`src/rtl/noc_pkg.sv`:
```
// -----------------------------------------------------------------------------
// noc_pkg
// Shared types and sizing for the mesh NoC and its network interface.
//   - Mesh geometry and address widths
//   - Virtual channel count and flit payload width
//   - flit_label_t / flit_t:  flit on the router-to-router link
//   - head_data_t:            layout of the payload field in a head flit
//   - ni_state_t:             network-interface injection FSM states
//   - make_head_data():       packs destination/source into a head payload
// -----------------------------------------------------------------------------
package noc_pkg;

    localparam int MESH_SIZE_X      = 4;
    localparam int MESH_SIZE_Y      = 4;
    localparam int DEST_ADDR_SIZE_X = $clog2(MESH_SIZE_X);
    localparam int DEST_ADDR_SIZE_Y = $clog2(MESH_SIZE_Y);
    localparam int VC_NUM           = 4;
    localparam int VC_SIZE          = $clog2(VC_NUM);
    localparam int FLIT_DATA_SIZE   = 16;

    // Unused upper bits of the head payload once dest+source are packed.
    localparam int HEAD_PAD_SIZE = FLIT_DATA_SIZE - 2*DEST_ADDR_SIZE_X - 2*DEST_ADDR_SIZE_Y;

    typedef enum logic [1:0] {
        HEAD     = 2'b00,
        BODY     = 2'b01,
        TAIL     = 2'b10,
        HEADTAIL = 2'b11
    } flit_label_t;

    typedef struct packed {
        flit_label_t                flit_label;
        logic [VC_SIZE-1:0]         vc_id;
        logic [FLIT_DATA_SIZE-1:0]  data;
    } flit_t;

    // Head payload, MSB first: pad | x_dest | y_dest | x_src | y_src
    typedef struct packed {
        logic [HEAD_PAD_SIZE-1:0]    pad;
        logic [DEST_ADDR_SIZE_X-1:0] x_dest;
        logic [DEST_ADDR_SIZE_Y-1:0] y_dest;
        logic [DEST_ADDR_SIZE_X-1:0] x_src;
        logic [DEST_ADDR_SIZE_Y-1:0] y_src;
    } head_data_t;

    typedef enum logic [1:0] {
        IDLE  = 2'b00,
        ALLOC = 2'b01,
        SEND  = 2'b10
    } ni_state_t;

    function automatic logic [FLIT_DATA_SIZE-1:0] make_head_data(
        input logic [DEST_ADDR_SIZE_X-1:0] x_dest,
        input logic [DEST_ADDR_SIZE_Y-1:0] y_dest,
        input logic [DEST_ADDR_SIZE_X-1:0] x_src,
        input logic [DEST_ADDR_SIZE_Y-1:0] y_src
    );
        head_data_t h;
        h        = '0;
        h.x_dest = x_dest;
        h.y_dest = y_dest;
        h.x_src  = x_src;
        h.y_src  = y_src;
        return h;
    endfunction

endpackage

```
`src/rtl/router2router_if.sv`:
```
// -----------------------------------------------------------------------------
// router2router
// One direction of a router-to-router link.
//   data           : flit being transferred
//   is_valid       : data carries a flit this cycle (one-cycle pulse per flit)
//   is_on_off      : per-VC credit-free flow control from the receiver
//                    (1 = sender may put a flit on that VC)
//   is_allocatable : per-VC "free to be claimed by a new packet" from receiver
// Modports:
//   upstream   : the sender   (drives data/is_valid, reads VC status)
//   downstream : the receiver (reads data/is_valid, drives VC status)
// -----------------------------------------------------------------------------
interface router2router;
    import noc_pkg::*;

    flit_t              data;
    logic               is_valid;
    logic [VC_NUM-1:0]  is_on_off;
    logic [VC_NUM-1:0]  is_allocatable;

    modport upstream (
        output data,
        output is_valid,
        input  is_on_off,
        input  is_allocatable
    );

    modport downstream (
        input  data,
        input  is_valid,
        output is_on_off,
        output is_allocatable
    );

endinterface

```
`src/rtl/network_interface_ejector.sv`:
```
// -----------------------------------------------------------------------------
// ni_ejector
// Ejection datapath of the network interface. Every flit arriving from the
// router LOCAL output is registered onto the rx_* stream one cycle later.
// Tracks which VCs currently carry an open packet, counts completed packets,
// and flags framing errors in the same cycle the offending flit appears.
// Ports:
//   clk, rst        : clock, synchronous active-high reset
//   i_flit_valid    : incoming flit valid
//   i_flit          : incoming flit
//   o_rx_valid      : registered flit valid
//   o_rx_head       : flit is HEAD or HEADTAIL
//   o_rx_last       : flit is TAIL or HEADTAIL
//   o_rx_data       : flit payload
//   o_rx_pkt_cnt    : completed packets, wraps modulo 2^16
//   o_error         : framing error on the flit currently on rx_*
// -----------------------------------------------------------------------------
module ni_ejector
    import noc_pkg::*;
(
    input  logic                      clk,
    input  logic                      rst,
    input  logic                      i_flit_valid,
    input  flit_t                     i_flit,
    output logic                      o_rx_valid,
    output logic                      o_rx_head,
    output logic                      o_rx_last,
    output logic [FLIT_DATA_SIZE-1:0] o_rx_data,
    output logic [15:0]               o_rx_pkt_cnt,
    output logic                      o_error
);

    logic [VC_NUM-1:0]         r_open;
    logic                      r_rx_valid;
    logic                      r_rx_head;
    logic                      r_rx_last;
    logic [FLIT_DATA_SIZE-1:0] r_rx_data;
    logic [15:0]               r_pkt_cnt;
    logic                      r_error;

    logic                      w_is_head;
    logic                      w_is_last;
    logic                      w_vc_open;
    logic                      w_proto_err;
    logic [VC_NUM-1:0]         w_open_next;

    always_comb begin
        w_is_head   = (i_flit.flit_label == HEAD) || (i_flit.flit_label == HEADTAIL);
        w_is_last   = (i_flit.flit_label == TAIL) || (i_flit.flit_label == HEADTAIL);
        w_vc_open   = r_open[i_flit.vc_id];
        // A head must start on a closed VC; body/tail must continue an open one.
        w_proto_err = i_flit_valid && (w_is_head ? w_vc_open : !w_vc_open);

        w_open_next = r_open;
        if (i_flit_valid) begin
            if (i_flit.flit_label == HEAD) begin
                w_open_next[i_flit.vc_id] = 1'b1;
            end else if (i_flit.flit_label == TAIL) begin
                w_open_next[i_flit.vc_id] = 1'b0;
            end
        end
    end

    always_ff @(posedge clk) begin
        if (rst) begin
            r_open     <= '0;
            r_rx_valid <= 1'b0;
            r_rx_head  <= 1'b0;
            r_rx_last  <= 1'b0;
            r_rx_data  <= '0;
            r_pkt_cnt  <= '0;
            r_error    <= 1'b0;
        end else begin
            r_open     <= w_open_next;
            r_rx_valid <= i_flit_valid;
            r_rx_head  <= i_flit_valid && w_is_head;
            r_rx_last  <= i_flit_valid && w_is_last;
            r_error    <= w_proto_err;
            if (i_flit_valid) begin
                r_rx_data <= i_flit.data;
            end
            if (i_flit_valid && w_is_last) begin
                r_pkt_cnt <= r_pkt_cnt + 16'd1;
            end
        end
    end

    assign o_rx_valid   = r_rx_valid;
    assign o_rx_head    = r_rx_head;
    assign o_rx_last    = r_rx_last;
    assign o_rx_data    = r_rx_data;
    assign o_rx_pkt_cnt = r_pkt_cnt;
    assign o_error      = r_error;

endmodule

```
`src/rtl/network_interface.sv`:
```
// -----------------------------------------------------------------------------
// network_interface
// Mesh-node endpoint on the router LOCAL port.
// Injection: accepts a packet descriptor, claims the lowest free downstream VC
// that is also switched on, emits a head flit, then turns payload words into
// body/tail flits while honouring per-VC on/off flow control.
// Ejection: handled by ni_ejector; always accepts.
//
// Handshakes: a descriptor (pkt_*) or payload word (pld_*) transfers on any
// rising clk edge where its valid and ready are both high. valid may rise
// independently of ready; once raised, the data must stay stable until the
// transfer. ready never depends on valid.
//
// Ports:
//   clk, rst          : clock, synchronous active-high reset
//   pkt_valid_i/ready : descriptor handshake
//   pkt_x/y_dest_i    : destination coordinates
//   pkt_len_i         : packet length in flits, head included (1..MAX_PKT_LEN)
//   pld_valid_i/ready : payload handshake, pld_data_i body/tail payload
//   router_if_up      : flits to the router LOCAL input
//   router_if_down    : flits from the router LOCAL output
//   rx_*              : ejected flit stream and packet counter
//   error_o           : one-cycle pulse on any protocol error
//   dbg_state_o       : injection FSM state
// -----------------------------------------------------------------------------
module network_interface
    import noc_pkg::*;
#(
    parameter int MAX_PKT_LEN = 8,
    parameter int X_CURRENT   = MESH_SIZE_X / 2,
    parameter int Y_CURRENT   = MESH_SIZE_Y / 2
)(
    input  logic                               clk,
    input  logic                               rst,

    input  logic                               pkt_valid_i,
    output logic                               pkt_ready_o,
    input  logic [DEST_ADDR_SIZE_X-1:0]        pkt_x_dest_i,
    input  logic [DEST_ADDR_SIZE_Y-1:0]        pkt_y_dest_i,
    input  logic [$clog2(MAX_PKT_LEN+1)-1:0]   pkt_len_i,

    input  logic                               pld_valid_i,
    output logic                               pld_ready_o,
    input  logic [FLIT_DATA_SIZE-1:0]          pld_data_i,

    router2router.upstream                     router_if_up,
    router2router.downstream                   router_if_down,

    output logic                               rx_valid_o,
    output logic                               rx_head_o,
    output logic                               rx_last_o,
    output logic [FLIT_DATA_SIZE-1:0]          rx_data_o,
    output logic [15:0]                        rx_pkt_cnt_o,
    output logic                               error_o,

    output ni_state_t                          dbg_state_o
);

    localparam int              LEN_W   = $clog2(MAX_PKT_LEN + 1);
    localparam logic [LEN_W-1:0] MAX_LEN = LEN_W'(MAX_PKT_LEN);
    localparam logic [LEN_W-1:0] ONE     = LEN_W'(1);

    // ---------------------------------------------------------------- state
    ni_state_t                  r_state;
    ni_state_t                  w_next_state;

    logic [DEST_ADDR_SIZE_X-1:0] r_x_dest;
    logic [DEST_ADDR_SIZE_Y-1:0] r_y_dest;
    logic [LEN_W-1:0]            r_len;
    logic [LEN_W-1:0]            r_remaining;
    logic [VC_SIZE-1:0]          r_vc;
    flit_t                       r_flit;
    logic                        r_flit_valid;
    logic                        r_inj_error;

    // ------------------------------------------------------------- decisions
    logic [VC_NUM-1:0]           w_vc_req;
    logic                        w_vc_found;
    logic [VC_SIZE-1:0]          w_vc_sel;
    logic                        w_desc_take;
    logic                        w_inj_error;
    logic                        w_head_emit;
    logic                        w_pld_fire;
    logic                        w_emit;
    flit_t                       w_flit;

    logic                        w_ej_error;

    // Lowest-numbered VC that is both free and switched on.
    always_comb begin
        w_vc_req   = router_if_up.is_allocatable & router_if_up.is_on_off;
        w_vc_found = 1'b0;
        w_vc_sel   = '0;
        for (int v = VC_NUM - 1; v >= 0; v--) begin
            if (w_vc_req[v]) begin
                w_vc_found = 1'b1;
                w_vc_sel   = VC_SIZE'(v);
            end
        end
    end

    always_ff @(posedge clk) begin
        if (rst) begin
            r_state <= IDLE;
        end else begin
            r_state <= w_next_state;
        end
    end

    always_comb begin
        w_next_state = r_state;
        pkt_ready_o  = 1'b0;
        pld_ready_o  = 1'b0;
        w_desc_take  = 1'b0;
        w_inj_error  = 1'b0;
        w_head_emit  = 1'b0;
        w_pld_fire   = 1'b0;
        w_emit       = 1'b0;
        w_flit       = '0;

        case (r_state)
            IDLE: begin
                pkt_ready_o = 1'b1;
                if (pkt_valid_i) begin
                    if ((pkt_len_i == '0) || (pkt_len_i > MAX_LEN)) begin
                        // Illegal length: report and drop the descriptor.
                        w_inj_error = 1'b1;
                    end else begin
                        w_desc_take  = 1'b1;
                        w_next_state = ALLOC;
                    end
                end
            end

            ALLOC: begin
                if (w_vc_found) begin
                    w_head_emit       = 1'b1;
                    w_emit            = 1'b1;
                    w_flit.flit_label = (r_len == ONE) ? HEADTAIL : HEAD;
                    w_flit.vc_id      = w_vc_sel;
                    w_flit.data       = make_head_data(r_x_dest, r_y_dest,
                                                       DEST_ADDR_SIZE_X'(X_CURRENT),
                                                       DEST_ADDR_SIZE_Y'(Y_CURRENT));
                    w_next_state      = (r_len == ONE) ? IDLE : SEND;
                end
            end

            SEND: begin
                pld_ready_o = router_if_up.is_on_off[r_vc];
                if (pld_valid_i && pld_ready_o) begin
                    w_pld_fire        = 1'b1;
                    w_emit            = 1'b1;
                    w_flit.flit_label = (r_remaining == ONE) ? TAIL : BODY;
                    w_flit.vc_id      = r_vc;
                    w_flit.data       = pld_data_i;
                    if (r_remaining == ONE) begin
                        w_next_state = IDLE;
                    end
                end
            end

            default: begin
                w_next_state = IDLE;
            end
        endcase
    end

    // ------------------------------------------------------------- datapath
    always_ff @(posedge clk) begin
        if (rst) begin
            r_x_dest     <= '0;
            r_y_dest     <= '0;
            r_len        <= '0;
            r_remaining  <= '0;
            r_vc         <= '0;
            r_flit       <= '0;
            r_flit_valid <= 1'b0;
            r_inj_error  <= 1'b0;
        end else begin
            r_flit_valid <= w_emit;
            r_inj_error  <= w_inj_error;
            if (w_emit) begin
                r_flit <= w_flit;
            end
            if (w_desc_take) begin
                r_x_dest <= pkt_x_dest_i;
                r_y_dest <= pkt_y_dest_i;
                r_len    <= pkt_len_i;
            end
            if (w_head_emit) begin
                r_vc        <= w_vc_sel;
                r_remaining <= r_len - ONE;
            end else if (w_pld_fire) begin
                r_remaining <= r_remaining - ONE;
            end
        end
    end

    assign router_if_up.data     = r_flit;
    assign router_if_up.is_valid = r_flit_valid;

    // ------------------------------------------------------------- ejection
    // The endpoint is a pure sink: every VC is always free and switched on.
    assign router_if_down.is_on_off      = '1;
    assign router_if_down.is_allocatable = '1;

    ni_ejector u_ejector (
        .clk          (clk),
        .rst          (rst),
        .i_flit_valid (router_if_down.is_valid),
        .i_flit       (router_if_down.data),
        .o_rx_valid   (rx_valid_o),
        .o_rx_head    (rx_head_o),
        .o_rx_last    (rx_last_o),
        .o_rx_data    (rx_data_o),
        .o_rx_pkt_cnt (rx_pkt_cnt_o),
        .o_error      (w_ej_error)
    );

    // Both sources are registered, so coincident errors merge into one pulse.
    assign error_o     = r_inj_error | w_ej_error;
    assign dbg_state_o = r_state;

endmodule

```
`src/flat_wrapper.sv`:
```
// flat-port wrapper written by rule: the top's interface ports become plain ports
module network_interface_flat import noc_pkg::*;
#(
    parameter int MAX_PKT_LEN = 8,
    parameter int X_CURRENT   = MESH_SIZE_X / 2,
    parameter int Y_CURRENT   = MESH_SIZE_Y / 2
)
  (clk, rst, pkt_valid_i, pkt_ready_o, pkt_x_dest_i, pkt_y_dest_i, pkt_len_i, pld_valid_i, pld_ready_o, pld_data_i, rx_valid_o, rx_head_o, rx_last_o, rx_data_o, rx_pkt_cnt_o, error_o, dbg_state_o, router_if_up_data, router_if_up_is_valid, router_if_up_is_on_off, router_if_up_is_allocatable, router_if_down_data, router_if_down_is_valid, router_if_down_is_on_off, router_if_down_is_allocatable);
  router2router router_if_up_i ();
  router2router router_if_down_i ();
  input  logic clk;
  input  logic rst;
  input  logic pkt_valid_i;
  output logic pkt_ready_o;
  input  logic [DEST_ADDR_SIZE_X-1:0] pkt_x_dest_i;
  input  logic [DEST_ADDR_SIZE_Y-1:0] pkt_y_dest_i;
  input  logic [$clog2(MAX_PKT_LEN+1)-1:0] pkt_len_i;
  input  logic pld_valid_i;
  output logic pld_ready_o;
  input  logic [FLIT_DATA_SIZE-1:0] pld_data_i;
  output logic rx_valid_o;
  output logic rx_head_o;
  output logic rx_last_o;
  output logic [FLIT_DATA_SIZE-1:0] rx_data_o;
  output logic [15:0] rx_pkt_cnt_o;
  output logic error_o;
  output ni_state_t dbg_state_o;
  output wire logic [$bits(router_if_up_i.data)-1:0] router_if_up_data;
  output wire logic [$bits(router_if_up_i.is_valid)-1:0] router_if_up_is_valid;
  input wire logic [$bits(router_if_up_i.is_on_off)-1:0] router_if_up_is_on_off;
  input wire logic [$bits(router_if_up_i.is_allocatable)-1:0] router_if_up_is_allocatable;
  input wire logic [$bits(router_if_down_i.data)-1:0] router_if_down_data;
  input wire logic [$bits(router_if_down_i.is_valid)-1:0] router_if_down_is_valid;
  output wire logic [$bits(router_if_down_i.is_on_off)-1:0] router_if_down_is_on_off;
  output wire logic [$bits(router_if_down_i.is_allocatable)-1:0] router_if_down_is_allocatable;
  assign router_if_up_data = router_if_up_i.data;
  assign router_if_up_is_valid = router_if_up_i.is_valid;
  assign router_if_up_i.is_on_off = router_if_up_is_on_off;
  assign router_if_up_i.is_allocatable = router_if_up_is_allocatable;
  assign router_if_down_i.data = router_if_down_data;
  assign router_if_down_i.is_valid = router_if_down_is_valid;
  assign router_if_down_is_on_off = router_if_down_i.is_on_off;
  assign router_if_down_is_allocatable = router_if_down_i.is_allocatable;
  network_interface #(.MAX_PKT_LEN(MAX_PKT_LEN), .X_CURRENT(X_CURRENT), .Y_CURRENT(Y_CURRENT)) u_core (.clk(clk), .rst(rst), .pkt_valid_i(pkt_valid_i), .pkt_ready_o(pkt_ready_o), .pkt_x_dest_i(pkt_x_dest_i), .pkt_y_dest_i(pkt_y_dest_i), .pkt_len_i(pkt_len_i), .pld_valid_i(pld_valid_i), .pld_ready_o(pld_ready_o), .pld_data_i(pld_data_i), .router_if_up(router_if_up_i), .router_if_down(router_if_down_i), .rx_valid_o(rx_valid_o), .rx_head_o(rx_head_o), .rx_last_o(rx_last_o), .rx_data_o(rx_data_o), .rx_pkt_cnt_o(rx_pkt_cnt_o), .error_o(error_o), .dbg_state_o(dbg_state_o));
endmodule
```
`config.mk`:
```
export PLATFORM = sky130hd
export DESIGN_NAME = network_interface_flat
export DESIGN_NICKNAME = d
export VERILOG_FILES = /design/src/rtl/noc_pkg.sv /design/src/rtl/router2router_if.sv /design/src/rtl/network_interface_ejector.sv /design/src/rtl/network_interface.sv /design/src/flat_wrapper.sv
export SDC_FILE = /design/constraint.sdc
export NUM_CORES = 1
export LEC_CHECK = 0
export CAP_MARGIN = 25
export CORE_UTILIZATION = 40
export CTS_CLUSTER_DIAMETER = 80
export DETAILED_ROUTE_END_ITERATION = 7
export DONT_BUFFER_PORTS = 1
export SKIP_CTS_REPAIR_TIMING = 1
export SLEW_MARGIN = 25
export SYNTH_ARGS = -nofsm -noshare
export SYNTH_HDL_FRONTEND = slang
export SYNTH_SLANG_ARGS = --single-unit
```
`constraint.sdc`:
```
create_clock -name clk -period 1.98 [get_ports clk]
set_input_delay 0.297 -clock clk [delete_from_list [all_inputs] [get_ports clk]]
set_output_delay 0.297 -clock clk [all_outputs]
set_load 0.05 [all_outputs]
```
==> key figures, run 1 <==
Placed design
  • DP Area: 3620 um^2
  • Setup WS pre-CTS: 0.107 ns
  • Port Buf Inserts: 0
  • Post-DP HPWL: 5060 um
  • Final GP Congestion: 0.744

STA
  • Minimum clock period: 1.87 ns
  • Worst-Margin Slew: 0.542 ns
  • Crit share post-route: 0.945
  • Final setup violation count: 0
  • Max-Slew Margin vs Limit: 0.638
  • Setup WS post-layout: 0.110 ns
  • Setup tns final: 0 ns
  • Fin. max-slew vios: 0
  • Final hold viol count: 0
  • Maximum clock rate: 535 MHz
  • RSZ-0062 raised after global routing: false
  • Clock Skew: 0.0102 ns

Worst setup path
  • CP max stage delay: 0.54 ns
  • CP Launch Type: register
  • Crit path cell chain: mux4_2 > and2_2
  • Reg2Reg Depth: 5
  • Slowest stage cell, crit path: mux4_2
  • Critical path class: register to output pin
  • Critical path arrival: 1.57 ns
  • Crit. End Element: output pin
  • CP Depth: 2
  • Worst path buffer plus inverter count: 0
  • WP data required: 1.68 ns
  • Crit-path max FO: 4
  • Family with the most delay on the worst path: multiplexers

Finish
  • Share of cells above drive strength 1: 0.141
  • Area delta synth->final: 12.4%
  • Final instance area: 3850 um^2
  • Final net count: 454
  • Ant. Diodes: 0

Run
  • Max Cap Viol: 0

Route
  • DR vias: approximately 2,600
  • DRT Wirelength: ~7200 um
  • Antenna Nets Post-Route: 0
  • Wirelength per Cell: 14.6 um
  • DRT Pass-1 Iters: 4
  • DR iter-0 viols: 66
  • DRC viols: 0
  • Via density per instance: between 5 and 6

Logic synthesis
  • Post-synth cell types: 50
  • Syn Area/Cell: about 9.3 um^2
  • Post-synthesis sequential area ratio: 0.456
  • Synth Instances: 369
  • Yosys reg bits: 78
  • Asr flop ratio synth: 0
  • Primary FF master, synth: dfxtp_1
  • Mapped cell area: 3430 um^2
  • EDFF count, synth: 0
  • Synth warn: 0

Global routing
  • Total gr overflow: 0
  • Initial antenna violation count: 0
  • Largest net degree at the start of global routing: 77
  • Vias in the first global route: ~2,500
  • First-pass GRT wire length: 11,000 um
  • GR Util All Layers: 0.160

Run status
  • Status: finished, final reports clean

Die
  • Core ar.: approximately 8300 um^2
  • I/O pin count: 126
  • Die height: 94.6 um
  • FP Rows: 33
  • Die area: 8940 um^2
  • Die W: 94.6 um
  • Initial Util: 0.415

CTS
  • Worst-path clk slew: roughly 0.080 ns
  • CTS Sinks: about 80
  • # H-tree levels: 3
  • Total CTS buffers: 9
  • CTS root buffer: clkbuf_8
  • CTS tree: built
  • Clk_lat worst skew: around 0.35 ns
  • Longest Clk Path Bufs: 2

Power
  • VDD IR max: 0.478 mV
  • Power density cells: 1080 nW/um^2
  • LEAKAGE: 1.54 nW

Min path
  • HP Class: input port to register
  • Hold path depth: 1
sequential cells by signal (all words and copies together), names as in the netlist, named ones only:
| register | flops |
|---|---|
| u_core.u_ejector.o_rx_pkt_cnt | 16 |
| u_core.r_inj_error | 1 |
| u_core.router_if_up.is_valid | 1 |
| u_core.r_y_dest | 2 |
| u_core.r_len | 4 |
| u_core.u_ejector.o_rx_head | 1 |
| u_core.r_x_dest | 2 |
| u_core.u_ejector.o_rx_last | 1 |
| u_core.u_ejector.o_error | 1 |
| u_core.r_vc | 2 |
| u_core.dbg_state_o | 2 |
| u_core.router_if_up.data | 20 |
| u_core.r_remaining | 4 |
| u_core.u_ejector.o_rx_valid | 1 |
| u_core.u_ejector.o_rx_data | 16 |
power breakdown:
| part | leakage [nW] | switching, W | internal (W) | total (W) |
|---|---|---|---|---|
| clock | 0.101 | 0.000620 | 0.000598 | 0.00122 |
| combinational | 0.802 | 0.000565 | 0.000356 | 0.000921 |
| sequential | 0.636 | 0.000313 | 0.00171 | 0.00202 |
| total | 1.54 | 0.00150 | 0.00266 | 0.00416 |
cell type report:
| class | instances | area [um^2] |
|---|---|---|
| Timing Repair Buffer | 25 | 213 |
| Multi-Input combinational cell | 260 | 1700 |
| Clock inverter | 7 | 77.6 |
| Fill cell | 779 | 4410 |
| Sequential cell | 78 | 1570 |
| Inverter | 12 | 45.0 |
| Tap cell | 105 | 131 |
| Clock buffer | 9 | 124 |
layout by cell type, fill, tap and decap left out, drive strengths merged, types with 3 or more instances in the layout:
master and instances:
and3 5, a211oi 6, o21ai 8, a22oi 10
o21a 3, nor3 11, mux2i 28, xnor2 7
clkbuf 9, nand4 5, xor2 12, a221oi 5
buf 25, inv 16, nand3 10, conb 8
a21oi 5, ha 11, dfxtp 78, nor2 79
nand2 17
Yosys cell counts, types with 7 or more instances:
| cell type | instances | area [um^2] |
|---|---|---|
| xnor2_1 | 7 | 61.3 |
| ha_1 | 11 | 138 |
| nor3_1 | 11 | 55.1 |
| clkbuf_1 | 9 | 33.8 |
| dfxtp_1 | 78 | 1560 |
| nand3_1 | 10 | 50.1 |
| inv_1 | 12 | 45.0 |
| buf_4 | 9 | 67.6 |
| xor2_1 | 12 | 105 |
| mux2i_1 | 28 | 280 |
| o21ai_0 | 7 | 35.0 |
| a22oi_1 | 10 | 75.1 |
| nor2_1 | 79 | 297 |
| nand2_1 | 17 | 63.8 |
logic make-up after synthesis:
kind of cell / count (synthesis) / share of synthesized area
xor gates and xnor gates: 19 / 0.0486
muxes: 31 / 0.0982
adders and majority gates: 11 / 0.0402
AOI/OAI and AO/OA: 51 / 0.116
and+or+nand+nor: 140 / 0.181
other: 1 / 0.00109
buffers and inverters: 38 / 0.0591
DFF: 78 / 0.456
path summary, 6_finish.rpt:
path	from	end	slack (ns)
worst max register to register	u_core.r_vc[0]$_SDFFE_PP0N_	u_core.router_if_up.data[0]$_SDFFE_PP0P_	0.12
worst max-delay path	u_core.r_vc[0]$_SDFFE_PP0N_	pld_ready_o	0.11
worst min-delay path	rst	register	0.03
worst min register to register	u_core.r_vc[1]$_SDFFE_PP0N_	u_core.r_vc[1]$_SDFFE_PP0N_	0.48
routing by layer:
layer / vias up / GRT usage / wire length, um
met5: - / 0 / 0
met4: 0 / 0.0543 / 66
met3: 6 / 0.0676 / 547
met2: 81 / 0.254 / 3270
met1: 1189 / 0.193 / 3340
li1: 1297 / - / -
metrics by stage:
stage,hold WS [ns],instances,total power (W),utilization
after floorplan,0.444,376,0.00279,-
after global placement,0.373,479,0.00294,0.439
after detailed placement,0.373,479,0.00296,0.439
after CTS,-0.0140,495,0.00418,0.463
after global routing,0.00455,496,0.00439,0.466
final,0.0251,496,0.00416,0.466
Power figures use the tool's default switching activity.
==> run 2, diff against run 1 <==
==> constraint.sdc (replaced) <==
create_clock -name clk -period 2.2 [get_ports clk]
set_input_delay 0.33 -clock clk [delete_from_list [all_inputs] [get_ports clk]]
set_output_delay 0.33 -clock clk [all_outputs]
set_load 0.05 [all_outputs]
==> run 2 against run 1 <==
Compared with the run above:
- worst setup slack improved by 0.097 ns
- critical path type is now register to register
- critical endpoint is now u_core.router_if_up.data[4]$_SDFFE_PP0P_
- clock power is 3% lower
- largest cell class unchanged
- global-route usage shrank 0.64 points
- power shrank 9.1%
==> key figures, run 2 (synthesis results as in run 1) <==
CTS
  • CTS tree: built
  • Worst-path clk slew: 0.09 ns (about the same)
  • Clk_lat worst skew: 0.34 ns (about the same)
  • # H-tree levels: 3 (unchanged)
  • Longest Clk Path Bufs: 2 (unchanged)
  • Total CTS buffers: 9 (unchanged)
  • CTS Sinks: 78 (unchanged)
  • CTS root buffer: clkbuf_8

Min path
  • WHS Endpoint: u_core.u_ejector.o_rx_data[15]$_SDFFE_PP0P_
  • HP Class: input port to register
  • Min-Delay Startpoint: rst
  • Hold path depth: 1 (unchanged)

Route
  • DRT Wirelength: 6970 um (-3.5%)
  • Via density per instance: 5.26 (+1.4%)
  • Wirelength per Cell: 14.2 um (-2.5%)
  • DRT Pass-1 Iters: 4 (unchanged)
  • DR vias: 2,583 (+0.39%)
  • DRC viols: 0 (unchanged)
  • DR iter-0 viols: 49 (-26%)
  • Antenna Nets Post-Route: 0 (unchanged)

Finish
  • Final Core Density: 0.460 (-0.00621)
  • Most frequent cells in the layout: nor2_1 (79), dfxtp_1 (78), mux2i_1 (28), buf_4 (20), nand2_1 (17)
  • Most common cell after layout, fill and taps aside: nor2_1
  • Area delta synth->final: 10.9%
  • Ant. Diodes: 0 (unchanged)
  • Multi-input gate area: 1690 um^2 (-0.37%)
  • Share of cells above drive strength 1: 0.117 (-0.0241)
  • Final net count: 449 (-1.1%)
  • Fillcell total: 826 (+6.0%)
  • Register Area: 1560 um^2 (-0.24%)
  • Max reg flops: 20 (unchanged)

Die
  • FP Rows: 33 (unchanged)
  • Die W: 94.6 um (unchanged)
  • Core ar.: 8260 um^2 (unchanged)
  • Die height: 94.6 um (unchanged)
  • Initial Util: 0.415 (unchanged)
  • Die area: 8940 um^2 (unchanged)
  • I/O pin count: 126 (unchanged)

STA
  • Final hold viol count: 0 (unchanged)
  • RSZ-0062 raised after global routing: false
  • Final setup violation count: 0 (unchanged)
  • Min Hold Slack: 0.0470 ns (+0.0220 ns)
  • Clock Skew: 0.00658 ns (-0.00364 ns)
  • Fin. max-slew vios: 0 (unchanged)
  • Worst-Margin Slew: 0.568 ns (+0.0252 ns)
  • Setup tns final: 0 ns (unchanged)
  • Minimum clock period: 1.99 ns
  • Setup WS post-layout: 0.207 ns (+0.0974 ns)
  • Crit share post-route: 0.906
  • Maximum clock rate: around 500 MHz
  • Max-Slew Margin vs Limit: 0.621 (-0.0168)

Run
  • Max Cap Viol: 0 (unchanged)

Worst setup path
  • Worst Setup SP: u_core.r_vc[0]$_SDFFE_PP0N_
  • Reg2Reg Depth: 5 (unchanged)
  • Crit Reg-Reg Endpoint: u_core.router_if_up.data[4]$_SDFFE_PP0P_
  • Setup slack, reg-to-reg: 0.21 ns (+0.09 ns)
  • Critical path arrival: 2.26 ns (+0.69 ns)
  • Crit-path max FO: 18 (+14)
  • Slowest stage cell, crit path: mux4_2
  • Crit. End Element: register
  • Critical path class: register to register
  • WP data required: 2.47 ns (+0.79 ns)
  • CP Launch Type: register
  • CP max stage delay: 0.55 ns (about the same)
  • Crit path cell chain: mux4_2 > and3_4 > o21ai_4 > a221oi_1 > nor3_1
  • R2r startpoint: u_core.r_vc[0]$_SDFFE_PP0N_

Global routing
  • First-pass GRT wire length: 10,600 um (-3.9%)
  • Largest net degree at the start of global routing: 77 (unchanged)
  • Initial antenna violation count: 0 (unchanged)
  • GR Util All Layers: 0.153 (-0.00639)
  • Total gr overflow: 0 (unchanged)
  • Vias in the first global route: 2,268 (-7.7%)

Placed design
  • Setup WS pre-CTS: 0.216 ns (+0.109 ns)
  • Final GP Congestion: 0.786 (+5.7%)
  • Port Buf Inserts: 0 (unchanged)
  • Post-DP HPWL: 4950 um (-2.2%)

Power
  • Total design power: 0.00378 W (-9.1%)
  • Power density cells: 994 nW/um^2 (-7.9%)
  • LEAKAGE: 1.51 nW (-2.0%)
  • VDD IR max: 0.403 mV (-16%)

Run status
  • Status: finished, final reports clean
## run 2: changes by cell type in the layout (fill, tap and decap cells not counted), sizes merged
cell,change
inv,-4
bufinv,+1
clkinv,+3
buf,-5
## run 2: per-layer routing
layer / vias up / GRT usage / wire [um]
met1: 1212 / 0.193 / 3230
met5: - / 0 / 0
met3: 7 / 0.0644 / 538
met2: 83 / 0.234 / 3120
li1: 1281 / - / -
met4: 0 / 0.0568 / 77
## run 2: worst max-delay path by stage
stage	cells past startpoint	slack (ns)	end
after floorplan	7	0.12	u_core.dbg_state_o[0]$_SDFFE_PP0P_
after global placement	5	0.27	u_core.router_if_up.data[4]$_SDFFE_PP0P_
after detailed placement	5	0.22	u_core.router_if_up.data[5]$_SDFFE_PP0P_
after CTS	2	0.20	pld_ready_o
after global routing	5	0.03	u_core.router_if_up.data[5]$_SDFFE_PP0P_
final	5	0.21	u_core.router_if_up.data[4]$_SDFFE_PP0P_
## run 2: worst max-delay path: cells and delay by family (launching register included)
family / cells / cell delay (ns)
simple gates: 2 / 0.46
flops: 1 / 0.40
compound gates: 2 / 0.51
mux: 1 / 0.55
## run 2: where the power goes
| group | total, W | internal (W) | switching [W] |
|---|---|---|---|
| sequential | 0.00181 | 0.00153 | 0.000282 |
| combinational | 0.000785 | 0.000292 | 0.000493 |
| clock | 0.00118 | 0.000642 | 0.000537 |
## run 2: metrics by stage
| step | area [um^2] | cells |
|---|---|---|
| after CTS | 3800 | 491 |
| after global routing | 3800 | 491 |
| after detailed placement | 3580 | 475 |
| final | 3800 | 491 |
| after global placement | 3580 | 475 |
| after floorplan | 3450 | 376 |
## run 2: cell type report
cell class / count / area share
clock buffers: 9 / 0.0326
clock inverters: 7 / 0.0260
inverters: 12 / 0.0119
multi-input cells: 260 / 0.445
flip-flops and latches: 78 / 0.411
well taps: 105 / 0.0346
repair buffers: 20 / 0.0395
